--- src/rtl/riscv_lsu_pkg.sv ---
// Shared definitions for the load-store unit: funct3 size codes, FSM state
// type and the request-formatting helpers used when a request is captured.
package riscv_lsu_pkg;

    localparam logic [2:0] LDST_B  = 3'd0;
    localparam logic [2:0] LDST_H  = 3'd1;
    localparam logic [2:0] LDST_W  = 3'd2;
    localparam logic [2:0] LDST_BU = 3'd4;
    localparam logic [2:0] LDST_HU = 3'd5;

    typedef enum logic [1:0] {
        IDLE = 2'd0,
        REQ  = 2'd1,
        DONE = 2'd2
    } lsu_state_t;

    // An access is legal when its size code exists, it is naturally aligned,
    // and unsigned size codes are used only for loads.
    function automatic logic access_legal(input logic       we,
                                          input logic [2:0] size,
                                          input logic [1:0] off);
        logic legal;
        legal = 1'b0;
        case (size)
            LDST_B:  legal = 1'b1;
            LDST_H:  legal = ~off[0];
            LDST_W:  legal = (off == 2'b00);
            LDST_BU: legal = ~we;
            LDST_HU: legal = ~we & ~off[0];
            default: legal = 1'b0;
        endcase
        return legal;
    endfunction

    // Byte lanes touched inside the addressed word; loads use the same mask.
    function automatic logic [3:0] byte_enable(input logic [2:0] size,
                                               input logic [1:0] off);
        logic [3:0] be;
        case (size)
            LDST_B, LDST_BU: be = 4'b0001 << off;
            LDST_H, LDST_HU: be = off[1] ? 4'b1100 : 4'b0011;
            default:         be = 4'b1111;
        endcase
        return be;
    endfunction

    // Replicate right-aligned store data across every lane so the byte
    // enables alone select what the memory writes.
    function automatic logic [31:0] store_data(input logic [2:0]  size,
                                               input logic [31:0] wd);
        logic [31:0] data;
        case (size)
            LDST_B, LDST_BU: data = {4{wd[7:0]}};
            LDST_H, LDST_HU: data = {2{wd[15:0]}};
            default:         data = wd;
        endcase
        return data;
    endfunction

endpackage

--- src/rtl/riscv_lsu_if.sv ---
// Core-side and memory-side signals of the load-store unit. The slave
// modport is the LSU itself; the master modport is its environment (core
// pipeline plus data memory).
interface riscv_lsu_if #(
    parameter int ADDR_W = 32
);
    // core side
    logic              core_req_i;
    logic              core_we_i;
    logic [2:0]        core_size_i;
    logic [ADDR_W-1:0] core_addr_i;
    logic [31:0]       core_wd_i;
    logic [31:0]       core_rd_o;
    logic              core_stall_o;
    logic              lsu_err_o;
    // memory side
    logic              mem_req_o;
    logic              mem_we_o;
    logic [3:0]        mem_be_o;
    logic [ADDR_W-1:0] mem_addr_o;
    logic [31:0]       mem_wd_o;
    logic [31:0]       mem_rd_i;
    logic              mem_ready_i;

    modport slave (
        input  core_req_i, core_we_i, core_size_i, core_addr_i, core_wd_i,
        output core_rd_o, core_stall_o, lsu_err_o,
        output mem_req_o, mem_we_o, mem_be_o, mem_addr_o, mem_wd_o,
        input  mem_rd_i, mem_ready_i
    );

    modport master (
        output core_req_i, core_we_i, core_size_i, core_addr_i, core_wd_i,
        input  core_rd_o, core_stall_o, lsu_err_o,
        input  mem_req_o, mem_we_o, mem_be_o, mem_addr_o, mem_wd_o,
        output mem_rd_i, mem_ready_i
    );
endinterface

--- src/rtl/riscv_lsu_load_align.sv ---
// Picks the addressed byte/half out of a memory word and sign- or
// zero-extends it according to the load size code.
module lsu_load_align
    import riscv_lsu_pkg::*;
(
    input  logic [31:0] rd_word,
    input  logic [2:0]  size,
    input  logic [1:0]  off,
    output logic [31:0] rd_ext
);

    logic [7:0]  byte_sel;
    logic [15:0] half_sel;

    // Lane selection followed by extension; purely combinational.
    always_comb begin
        // NOTE: every output of a combinational block gets a default first so no latch is inferred.
        rd_ext   = '0;
        byte_sel = rd_word[{off, 3'b000} +: 8];
        half_sel = off[1] ? rd_word[31:16] : rd_word[15:0];
        case (size)
            LDST_B:  rd_ext = {{24{byte_sel[7]}}, byte_sel};
            LDST_BU: rd_ext = {24'd0, byte_sel};
            LDST_H:  rd_ext = {{16{half_sel[15]}}, half_sel};
            LDST_HU: rd_ext = {16'd0, half_sel};
            LDST_W:  rd_ext = rd_word;
            default: rd_ext = '0;
        endcase
    end

endmodule

--- src/rtl/riscv_lsu.sv ---
// Load-store unit: one byte/half/word access at a time between the core's
// data port and a variable-latency word memory. The core is stalled until
// the DONE cycle; misaligned or invalid accesses skip memory and flag an
// error instead.
module riscv_lsu
    import riscv_lsu_pkg::*;
#(
    parameter int ADDR_W = 32
) (
    input  logic        clk_i,
    input  logic        rst_i,
    riscv_lsu_if.slave  bus
);

    lsu_state_t        state_q;
    logic              we_q;
    logic [2:0]        size_q;
    logic [1:0]        off_q;
    logic              err_q;
    logic [31:0]       rdata_q;
    logic              mem_req_q;
    logic              mem_we_q;
    logic [3:0]        mem_be_q;
    logic [ADDR_W-1:0] mem_addr_q;
    logic [31:0]       mem_wd_q;
    logic [31:0]       load_ext;

    lsu_load_align u_load_align (
        .rd_word (bus.mem_rd_i),
        .size    (size_q),
        .off     (off_q),
        .rd_ext  (load_ext)
    );

    // Request FSM: capture in IDLE, wait for the memory in REQ, release the
    // core for exactly one cycle in DONE.
    always_ff @(posedge clk_i or posedge rst_i) begin
        // NOTE: reset is asynchronous so mem_req_o drops the moment rst_i rises, not at the next edge.
        if (rst_i) begin
            state_q    <= IDLE;
            we_q       <= 1'b0;
            size_q     <= LDST_B;
            off_q      <= 2'b00;
            err_q      <= 1'b0;
            rdata_q    <= '0;
            mem_req_q  <= 1'b0;
            mem_we_q   <= 1'b0;
            mem_be_q   <= '0;
            mem_addr_q <= '0;
            mem_wd_q   <= '0;
        end else begin
            // NOTE: sequential state uses non-blocking assignment so every register samples pre-edge values.
            case (state_q)
                IDLE: begin
                    if (bus.core_req_i) begin
                        we_q       <= bus.core_we_i;
                        size_q     <= bus.core_size_i;
                        off_q      <= bus.core_addr_i[1:0];
                        mem_we_q   <= bus.core_we_i;
                        mem_be_q   <= byte_enable(bus.core_size_i, bus.core_addr_i[1:0]);
                        mem_addr_q <= {bus.core_addr_i[ADDR_W-1:2], 2'b00};
                        mem_wd_q   <= store_data(bus.core_size_i, bus.core_wd_i);
                        if (access_legal(bus.core_we_i, bus.core_size_i, bus.core_addr_i[1:0])) begin
                            mem_req_q <= 1'b1;
                            state_q   <= REQ;
                        end else begin
                            err_q   <= 1'b1;
                            rdata_q <= '0;
                            state_q <= DONE;
                        end
                    end
                end
                REQ: begin
                    // mem_* stay frozen until the memory accepts the request
                    if (bus.mem_ready_i) begin
                        mem_req_q <= 1'b0;
                        if (!we_q) begin
                            rdata_q <= load_ext;
                        end
                        state_q <= DONE;
                    end
                end
                DONE: begin
                    err_q   <= 1'b0;
                    state_q <= IDLE;
                end
                default: begin
                    state_q <= IDLE;
                end
            endcase
        end
    end

    // The stall must follow core_req_i within the same cycle, so it is
    // combinational; DONE is the only cycle the core may commit.
    assign bus.core_stall_o = bus.core_req_i & (state_q != DONE);
    assign bus.lsu_err_o    = err_q;
    assign bus.core_rd_o    = rdata_q;
    assign bus.mem_req_o    = mem_req_q;
    assign bus.mem_we_o     = mem_we_q;
    assign bus.mem_be_o     = mem_be_q;
    assign bus.mem_addr_o   = mem_addr_q;
    assign bus.mem_wd_o     = mem_wd_q;

endmodule

--- src/flat_wrapper.sv ---
// flat-port wrapper written by rule: the top's interface ports become plain ports
module riscv_lsu_flat import riscv_lsu_pkg::*;
#(
    parameter int ADDR_W = 32
)
  (clk_i, rst_i, bus_core_req_i, bus_core_we_i, bus_core_size_i, bus_core_addr_i, bus_core_wd_i, bus_core_rd_o, bus_core_stall_o, bus_lsu_err_o, bus_mem_req_o, bus_mem_we_o, bus_mem_be_o, bus_mem_addr_o, bus_mem_wd_o, bus_mem_rd_i, bus_mem_ready_i);
  riscv_lsu_if #(.ADDR_W(ADDR_W)) bus_i ();
  input  logic clk_i;
  input  logic rst_i;
  input wire logic [$bits(bus_i.core_req_i)-1:0] bus_core_req_i;
  input wire logic [$bits(bus_i.core_we_i)-1:0] bus_core_we_i;
  input wire logic [$bits(bus_i.core_size_i)-1:0] bus_core_size_i;
  input wire logic [$bits(bus_i.core_addr_i)-1:0] bus_core_addr_i;
  input wire logic [$bits(bus_i.core_wd_i)-1:0] bus_core_wd_i;
  output wire logic [$bits(bus_i.core_rd_o)-1:0] bus_core_rd_o;
  output wire logic [$bits(bus_i.core_stall_o)-1:0] bus_core_stall_o;
  output wire logic [$bits(bus_i.lsu_err_o)-1:0] bus_lsu_err_o;
  output wire logic [$bits(bus_i.mem_req_o)-1:0] bus_mem_req_o;
  output wire logic [$bits(bus_i.mem_we_o)-1:0] bus_mem_we_o;
  output wire logic [$bits(bus_i.mem_be_o)-1:0] bus_mem_be_o;
  output wire logic [$bits(bus_i.mem_addr_o)-1:0] bus_mem_addr_o;
  output wire logic [$bits(bus_i.mem_wd_o)-1:0] bus_mem_wd_o;
  input wire logic [$bits(bus_i.mem_rd_i)-1:0] bus_mem_rd_i;
  input wire logic [$bits(bus_i.mem_ready_i)-1:0] bus_mem_ready_i;
  assign bus_i.core_req_i = bus_core_req_i;
  assign bus_i.core_we_i = bus_core_we_i;
  assign bus_i.core_size_i = bus_core_size_i;
  assign bus_i.core_addr_i = bus_core_addr_i;
  assign bus_i.core_wd_i = bus_core_wd_i;
  assign bus_core_rd_o = bus_i.core_rd_o;
  assign bus_core_stall_o = bus_i.core_stall_o;
  assign bus_lsu_err_o = bus_i.lsu_err_o;
  assign bus_mem_req_o = bus_i.mem_req_o;
  assign bus_mem_we_o = bus_i.mem_we_o;
  assign bus_mem_be_o = bus_i.mem_be_o;
  assign bus_mem_addr_o = bus_i.mem_addr_o;
  assign bus_mem_wd_o = bus_i.mem_wd_o;
  assign bus_i.mem_rd_i = bus_mem_rd_i;
  assign bus_i.mem_ready_i = bus_mem_ready_i;
  riscv_lsu #(.ADDR_W(ADDR_W)) u_core (.clk_i(clk_i), .rst_i(rst_i), .bus(bus_i));
endmodule
--- config.mk ---
export PLATFORM = sky130hd
export DESIGN_NAME = riscv_lsu_flat
export DESIGN_NICKNAME = d
export VERILOG_FILES = /design/src/rtl/riscv_lsu_pkg.sv /design/src/rtl/riscv_lsu_if.sv /design/src/rtl/riscv_lsu_load_align.sv /design/src/rtl/riscv_lsu.sv /design/src/flat_wrapper.sv
export SDC_FILE = /design/constraint.sdc
export NUM_CORES = 1
export LEC_CHECK = 0
export BUFFER_PORTS_ARGS = -buffer_cell sky130_fd_sc_hd__buf_4
export CORE_MARGIN = 4
export CORE_UTILIZATION = 48
export CTS_CLUSTER_DIAMETER = 200
export CTS_CLUSTER_SIZE = 28
export DETAILED_ROUTE_END_ITERATION = 10
export PLACE_DENSITY_LB_ADDON = 0.12
export SYNTH_ARGS = -nofsm -noshare
export SYNTH_HDL_FRONTEND = slang
export SYNTH_SLANG_ARGS = --single-unit
--- constraint.sdc ---
create_clock -name clk_i -period 4.5 [get_ports clk_i]
set_input_delay 0.45 -clock clk_i [delete_from_list [all_inputs] [get_ports clk_i]]
set_output_delay 0.45 -clock clk_i [all_outputs]
set_load 0.02 [all_outputs]
# [Word-level counts from Yosys, hierarchy flattened]
# Index checks and enable logic that the tools add are counted.
[totals] regBits=108 input_bits=104 output_inout_bits=104 elab_cells=69
[classes] eq_ne=16 shifts=2 n_mux=24 bitwise_logic=4 n_reduce_logical=13
[ops] op="one-hot mux 32 bit (5 select lines)" n=1
[ops] op="two-way mux 32 bit" n=4
[ops] op="one-hot mux 32 bit (2 select lines)" n=2
[ops] op="indexed part select 32 x 6 -> 8 bit" n=1
[ops] op="two-way mux 16 bit" n=1
[ops] op="== test 3 bit, second input constant" n=4
[ops] op="!= test 2 bit, second input constant" n=5
[ops] op="one-hot mux 4 bit (2 select lines)" n=1
[ops] op="two-way mux 1 bit" n=7
[ops] op="== test 3 x 1 -> 1 bit, second input constant" n=2
[ops] op="== test 3 x 2 -> 1 bit, second input constant" n=2
[ops] op="zero test 3 bit" n=2
[ops] op="two-way mux 2 bit" n=3
[ops] op="one-hot mux 1 bit (5 select lines)" n=1
[ops] op="AND reduction 5 bit" n=1
[ops] op="zero test 2 bit" n=2
[ops] op="two-way mux 4 bit" n=1
[ops] op="one-hot mux 1 bit (2 select lines)" n=2
[ops] op="one-hot mux 2 bit (2 select lines)" n=1
[ops] op="AND reduction 2 bit" n=2
[ops] op="AND reduction 4 bit" n=1
[ops] op="nonzero test 2 bit" n=2
[ops] op="OR reduction 2 bit" n=2
[ops] op="left shift 1 x 2 -> 4 bit, first input constant" n=1
[ops] op="6 further kinds" n=8

# [Longest topological paths before layout]
# Gate-level depths: netlist of the first run.
[logic_depth] word_depth=8 depth_mapped=6 mapped_depth_nobuf=4

# [By module]
# A second synthesis of the first run with hierarchy kept.
[hier_totals] hier_cells=541 hier_area_um2=5651.7
[modules_own_cells] mod="riscv_lsu" n_inst=1 cells_each=432 area_each_um2=4839.6 seq_area_each_um2=2702.6
[modules_own_cells] mod="lsu_load_align" n_inst=1 cells_each=109 area_each_um2=812.0 seq_area_each_um2=0.0

# [Worst setup path after synthesis of the first run]
# OpenSTA, ideal clock, no wires.
[synth_path] path_type="input-to-reg" startpoint="in bus_core_size_i[0]" endpoint="reg u_core.rdata_q[16], in the netlist u_core.bus.core_rd_o[16]" setup_ns=0.126 arrival_time_ns=1.447 required_ns=4.374 setup_slack_ns=2.927 cell_stages=6 path_buffers=2 cell_sequence="buf_2 > a221oi_2 > nor2_2 > a21oi_4 > buf_6 > a221o_1"
[synth_between] elab_chain_cells=6 word_cells_on_any_way=10 cone_classes="eq/ne (5); mux (3); reduce/logical (2)"
[synth_rtl] element="from (decl)" line="flat_wrapper.sv:12" text="input wire logic [$bits(bus_i.core_size_i)-1:0] bus_core_size_i;"
[synth_rtl] element="== test 3 bit, or another cell as far along" line="riscv_lsu_pkg.sv:24" text="case (size)"
[synth_rtl] element="one-hot mux 1 bit (5 select lines) *" line="riscv_lsu_pkg.sv:24"
[synth_rtl] element="two-way mux 1 bit *" line="riscv_lsu.sv:55" text="if (bus.core_req_i) begin"
[synth_rtl] element="two-way mux 1 bit *" line="riscv_lsu.sv:53" text="case (state_q)"
[synth_rtl] element="!= test 2 bit (no source line) *"
[synth_rtl] element="AND reduction 5 bit (no source line) *"
[synth_rtl] element="to (signal assigned)" line="riscv_lsu.sv:78" text="rdata_q <= load_ext;"
[synth_rtl] element="to (decl)" line="riscv_lsu.sv:20" text="logic [31:0] rdata_q;"
# Every way passes the cells marked *; elsewhere a longest branch is shown, timed or not. The select of a mux whose other input is x is not followed.
# A chain may end at the register's enable or synchronous reset.

# [Worst setup path in the final report of the first run]
[layout_path] startpoint="reg u_core.state_q[0]" endpoint="reg u_core.rdata_q[30], in the netlist u_core.bus.core_rd_o[30]"
[layout_between] elab_chain_cells=3 word_cells_on_any_way=9 cone_classes="eq/ne (5); mux (1); reduce/logical (3)"
[layout_rtl] element="from (decl)" line="riscv_lsu.sv:15" text="lsu_state_t state_q;"
[layout_rtl] element="from (signal assigned)" line="riscv_lsu.sv:40" text="state_q <= IDLE;"
[layout_rtl] element="from (signal assigned)" line="riscv_lsu.sv:65" text="state_q <= REQ;"
[layout_rtl] element="from (signal assigned)" line="riscv_lsu.sv:69" text="state_q <= DONE;"
[layout_rtl] element="== test 2 x 1 -> 1 bit / zero test 2 bit (equally long branches)" line="riscv_lsu.sv:53"
[layout_rtl] element="!= test 2 bit (no source line) / nonzero test 2 bit (equally long branches)"
[layout_rtl] element="AND reduction 5 bit (no source line)"
# Several ways; a longest one is shown, not always the timed one.

==> results.yml, run 1 <==
outcome:
  outcome: "finished, final reports clean"
power:
  power_density_nw_per_um2: 481
  switchingPower_w: 0.00118
  leakagePower_nw: 3.48
  power_frac_clock_pct: 21.4
  combPwrFrac_pct: 36.7
  seq_power_share_pct: 41.9
  peakVddDrop_uv: 235
  p_sw_share_pct: 36.9
  internal-power_w: 0.00202
placement:
  dpl.hpwl_mm: 9.75
  gp_congestion: 0.888
  dpl_cell_area_um2: 6420
  port_buffers: 205
detailed_routing:
  ant_nets: 0
  wl_per_cell_um: 16.4
  drc_errors: 0
  finalWirelength_mm: 13.2
  vias_per_cell: 5.23
  firstDrtPassIters: 5
  first_iter_violations: 272
  vias: 4199
yosys:
  synth.avg_cell_area_um2: 10.1
  ys_seq_area_share_pct: 55.4
  ys_top_cells_by_area: "dfrtp_1 55%, nand2_1 12%, mux2i_1 5.1%"
  synth_area_um2: 4880
  yosys_warnings: 0
  synthCells: 481
  synth-edff-count: 0
  ys_types: 40
  synth_most_common_cell: "nand2_1"
  yosysTopAreaCell: "dfrtp_1"
  synth-seq-cells: 108
  async_flop_share_pct: 100
  synth_top_flop_cell: "dfrtp_1"
  synth_top_area_share_pct: 55.4
  synth_common_cells: "157 x nand2_1, 108 x dfrtp_1, 35 x o21ai_0"
clocking:
  cts.sinks: 108
  cts_max_path_buffers: 2
  hold_buffers: 0
  cts-buffers-inserted: 9
  cts-root-buf: "clkbuf_8"
  cts_tree: "yes"
  ctsResizeCount: 0
  cts_max_level: 3
  clk_pin_slew_ns: 0.11
  post_cts_buffers: 0
  clock_latency_ns: 0.37
flow_run:
  maxCapViolCount: 0
worst_setup_path:
  crit_fanout: 46
  end_kind: "flop"
  path_class: "flop to flop"
  cp-start-kind: "flop"
  worst-endpoint-required_ns: 4.75
  cp.arrival_ns: 2.70
sta:
  fin_crit_ns: 2.45
  final-hold-violation-count: 0
  slew_viol_final: 0
  post-route-period-util_pct: 54.4
  relSlewSlack_pct: 37.7
  worst_pin_slew_ns: 0.935
  max_clock_freq_mhz: 409
  grt_setup_unrepaired: "no"
  final-setup-viol-count: 0
  finClkSkew_ns: 0.0136
  finalSetupTns_ns: 0
finish:
  area_growth_pct: 36.2
  drive_above_1_share_pct: 37.0
  fin_nets: 769
  fin_area_um2: 6650
  antenna_cells: 0
grt:
  grt_overflow: 0
  grt_first_pass_wirelength_mm: 20.5
  grt_pass1_vias: 4048
  grt_max_degree: 101
  globalRouteTotalUtil_pct: 22.0
  antenna_found_initial: 0
floorplanning:
  die_w_um: 109
  die_area_um2: 11800
  die_h_um: 109
  pin_count: 208
  initial_utilization_pct: 49.7
  num_rows: 36
  core-area_um2: 9820
min_path:
  hold_path_class: "input port to flop"
## placed cells by master (no fill, tap or decap), drive strengths merged, types with 4 or more instances in the layout
cell type / count
a21o: 8
nor2b: 4
o2bb2ai: 8
o21ai: 35
a222oi: 7
a22oi: 8
inv: 8
nor2: 15
dfrtp: 108
mux2i: 25
nand2: 157
buf: 206
a21oi: 23
mux2: 8
a221o: 16
clkbuf: 9
## metrics by stage
step / hold WS [ns] / worst slack, ns / power, W / utilization (%) / std cells
global placement: 0.459 / 1.97 / 0.00252 / 65.3 / 787
global route: 0.245 / 1.84 / 0.00337 / 67.7 / 803
CTS: 0.253 / 2.03 / 0.00322 / 67.7 / 803
detailed placement: 0.465 / 1.92 / 0.00254 / 65.3 / 787
floorplan: 0.484 / 1.20 / 0.00202 / - / 482
finish: 0.259 / 2.05 / 0.00320 / 67.7 / 803
## worst paths after layout
check	start	slack, ns	cells past startpoint	endpoint
min reg2reg	u_core.bus.mem_addr_o[18]	0.49	2	u_core.bus.mem_addr_o[18]
max	u_core.state_q[0]	2.05	4	u_core.bus.core_rd_o[30]
max in group asynchronous	rst_i	3.23	3	u_core.bus.mem_wd_o[8]
max reg2reg	u_core.state_q[0]	2.05	4	u_core.bus.core_rd_o[30]
min in group asynchronous	rst_i	0.27	2	u_core.bus.mem_wd_o[3]
min	bus_core_addr_i[25]	0.26	3	u_core.bus.mem_addr_o[25]
## power groups by stage
stage / Combinational, W / Sequential (W) / Clock, W
6_report: 0.00118 / 0.00134 / 0.000685
5_1_grt: 0.00127 / 0.00137 / 0.000727
4_1_cts: 0.00119 / 0.00134 / 0.000692
3_5_place_dp: 0.00119 / 0.00135 / 0
3_3_place_gp: 0.00117 / 0.00135 / 0
2_1_floorplan: 0.000434 / 0.00159 / 0
## per-layer routing
layer	routed length (um)	vias up	share of wire, %	GRT usage, %
met5	0	-	0	0
met4	186	0	1.4	6.22
met3	1220	14	9.2	6.10
met2	6400	167	49	36.6
met1	5370	1993	41	28.2
li1	-	2025	-	-
## critical path: stages, from the launching register on
cell and delay [ns]:
dfrtp_1 0.44, nor2b_2 0.25, and2b_2 0.77, a21oi_4 0.40, a221o_1 0.45
## state kept, by name, summed over array words and instances, names as in the netlist, 2 cells and up
name / cells
u_core.bus.mem_addr_o: 30
u_core.off_q: 2
u_core.state_q: 2
u_core.bus.mem_wd_o: 32
u_core.size_q: 3
u_core.bus.mem_be_o: 4
u_core.bus.core_rd_o: 32
## cells by family after synthesis
family          after synthesis  share of synthesized area (%)
simple gates                187                           16.2
other cells                   1                         0.0768
buf+inv                      39                           4.33
mux                          34                           7.51
flops                       108                           55.4
compound gates              112                           16.5
## final cells by class
| type | count | area (um2) |
|---|---|---|
| fillers | 798 | 3170 |
| flip-flops and latches | 108 | 2700 |
| multi-input cells | 335 | 1980 |
| repair buffers | 206 | 1550 |
| well taps | 133 | 166 |
| clock buffers | 9 | 124 |
| clock inverters | 7 | 106 |
| inverters | 5 | 21.3 |
No activity file was read; power rests on OpenSTA's default activity.
==> run 2: changes to the inputs <==
==> constraint.sdc (replaced) <==
create_clock -name clk_i -period 2.32 [get_ports clk_i]
set_input_delay 0.232 -clock clk_i [delete_from_list [all_inputs] [get_ports clk_i]]
set_output_delay 0.232 -clock clk_i [all_outputs]
set_load 0.02 [all_outputs]
==> results.yml, run 2 (synthesis gave the netlist of run 1 again) <==
outcome:
  outcome: "finished, final reports clean"
floorplanning:
  pin_count: 208
  die_area_um2: 11800
  die_w_um: 109
  num_rows: 36
  core-area_um2: 9820
  die_h_um: 109
  initial_utilization_pct: 49.7
detailed_routing:
  ant_nets: 0
  vias: 4237
  drc_errors: 0
  vias_per_cell: 5.24
  wl_per_cell_um: 16.5
  finalWirelength_mm: 13.3
  first_iter_violations: 241
  firstDrtPassIters: 5
grt:
  antenna_found_initial: 0
  grt_pass1_vias: 4273
  met2_usage_pct: 38.4
  grt_max_degree: 109
  grt_use_met1_pct: 28.2
  grt_first_pass_wirelength_mm: 21.3
  grt_busiest_layer: "met2"
  globalRouteTotalUtil_pct: 23.0
  grt_overflow: 0
  use_met3_pct: 6.28
finish:
  layout_commonest_cell: "buf_4"
  multiInputGateArea_um2: 1980
  instances_no_fill: 809
  utilization_pct: 68.4
  layout_common_cells: "210 x buf_4, 157 x nand2_1, 108 x dfrtp_1"
  drive_above_1_share_pct: 37.6
  antenna_cells: 0
  n_fill_cell: 816
  seq_area_um2: 2700
  fin_nets: 775
  area_growth_pct: 37.5
sta:
  final-hold-violation-count: 0
  finClkSkew_ns: 0.00512
  grt_setup_unrepaired: "no"
  final-setup-viol-count: 0
  finalSetupTns_ns: 0
  hold_ws_ns: 0.0137
  fin_crit_ns: 1.87
  worst_pin_slew_ns: 0.640
  slew_viol_final: 0
  relSlewSlack_pct: 57.2
  max_clock_freq_mhz: 535
  post-route-period-util_pct: 80.6
worst_setup_path:
  cp.arrival_ns: 2.18
  cp-start-kind: "flop"
  cp_cell_sequence: "mux2_4 -> nor2_2 -> a211oi_4 -> a221o_1"
  worst-endpoint-required_ns: 2.63
  reg2reg_from: "u_core.off_q[1]"
  end_kind: "flop"
  cpMaxStageDelayCell: "dfrtp_1"
  path_class: "flop to flop"
  critPathMaxStageDelay_ns: 0.68
  crit_fanout: 16
  crit_path_start: "u_core.off_q[1]"
clocking:
  hold_buffers: 0
  cts_tree: "yes"
  ctsResizeCount: 0
  clk_pin_slew_ns: 0.10
  cts_max_level: 3
  cts_max_path_buffers: 2
  clock_latency_ns: 0.38
  cts.sinks: 108
  post_cts_buffers: 0
  cts-root-buf: "clkbuf_8"
  cts-buffers-inserted: 9
power:
  leakagePower_nw: 3.51
  power_density_nw_per_um2: 922
  peakVddDrop_uv: 500
flow_run:
  maxCapViolCount: 0
placement:
  port_buffers: 205
  place_inst: 793
  gp_congestion: 0.854
  dpl.hpwl_mm: 10.0
min_path:
  hold_path_class: "input port to async pin"
-- run 2: cell count changes in the layout (fill, tap and decap cells not counted), sizes merged --
cell,delta
buf,+6
inv,-4
clkinv,+3
clkinvlp,+1
-- run 2: cell type report --
| cell class | count | area share, % |
|---|---|---|
| Timing Repair Buffer | 212 | 24.1 |
| Inverter | 5 | 0.336 |
| Clock inverter | 7 | 1.51 |
| Multi-Input combinational cell | 335 | 29.5 |
| Clock buffer | 9 | 1.85 |
| Sequential cell | 108 | 40.3 |
| Tap cell | 133 | 2.48 |
-- run 2: path summary, 6_finish.rpt --
check	endpoint	slack (ns)	depth (start not counted)
min reg2reg	u_core.bus.mem_addr_o[14]	0.49	2
max in group asynchronous	u_core.bus.lsu_err_o	1.91	3
min	u_core.bus.core_rd_o[23]	0.01	3
max	u_core.bus.core_rd_o[17]	0.45	4
min in group clk_i	u_core.bus.mem_addr_o[30]	0.04	3
max reg2reg	u_core.bus.core_rd_o[17]	0.45	4
-- run 2: critical path, delay by kind of cell (launching register included) --
| kind | cells | cell delay (ns) |
|---|---|---|
| AND/OR/NAND/NOR | 1 | 0.05 |
| multiplexers | 1 | 0.28 |
| flip-flops | 1 | 0.68 |
| AO/OA/AOI/OAI | 2 | 0.80 |
-- run 2: report_power, final --
part	internal [W]	switching, W
registers	0.00230	0.000289
logic	0.00101	0.00131
clock network	0.000613	0.000662
-- run 2: through the flow --
stage / cell area, um2 / setup slack (ns) / power, W
after floorplan: 4890 / 0.786 / 0.00392
after global placement: 6490 / 0.517 / 0.00492
after detailed placement: 6490 / 0.446 / 0.00497
after CTS: 6710 / 0.454 / 0.00626
after global routing: 6710 / 0.308 / 0.00655
final: 6710 / 0.450 / 0.00619
-- run 2: metal layers --
metal | routed length (um) | part of all wire, %
met4 | 292 | 2.2
met5 | 0 | 0
met2 | 6540 | 49
met3 | 1190 | 8.9
met1 | 5320 | 40
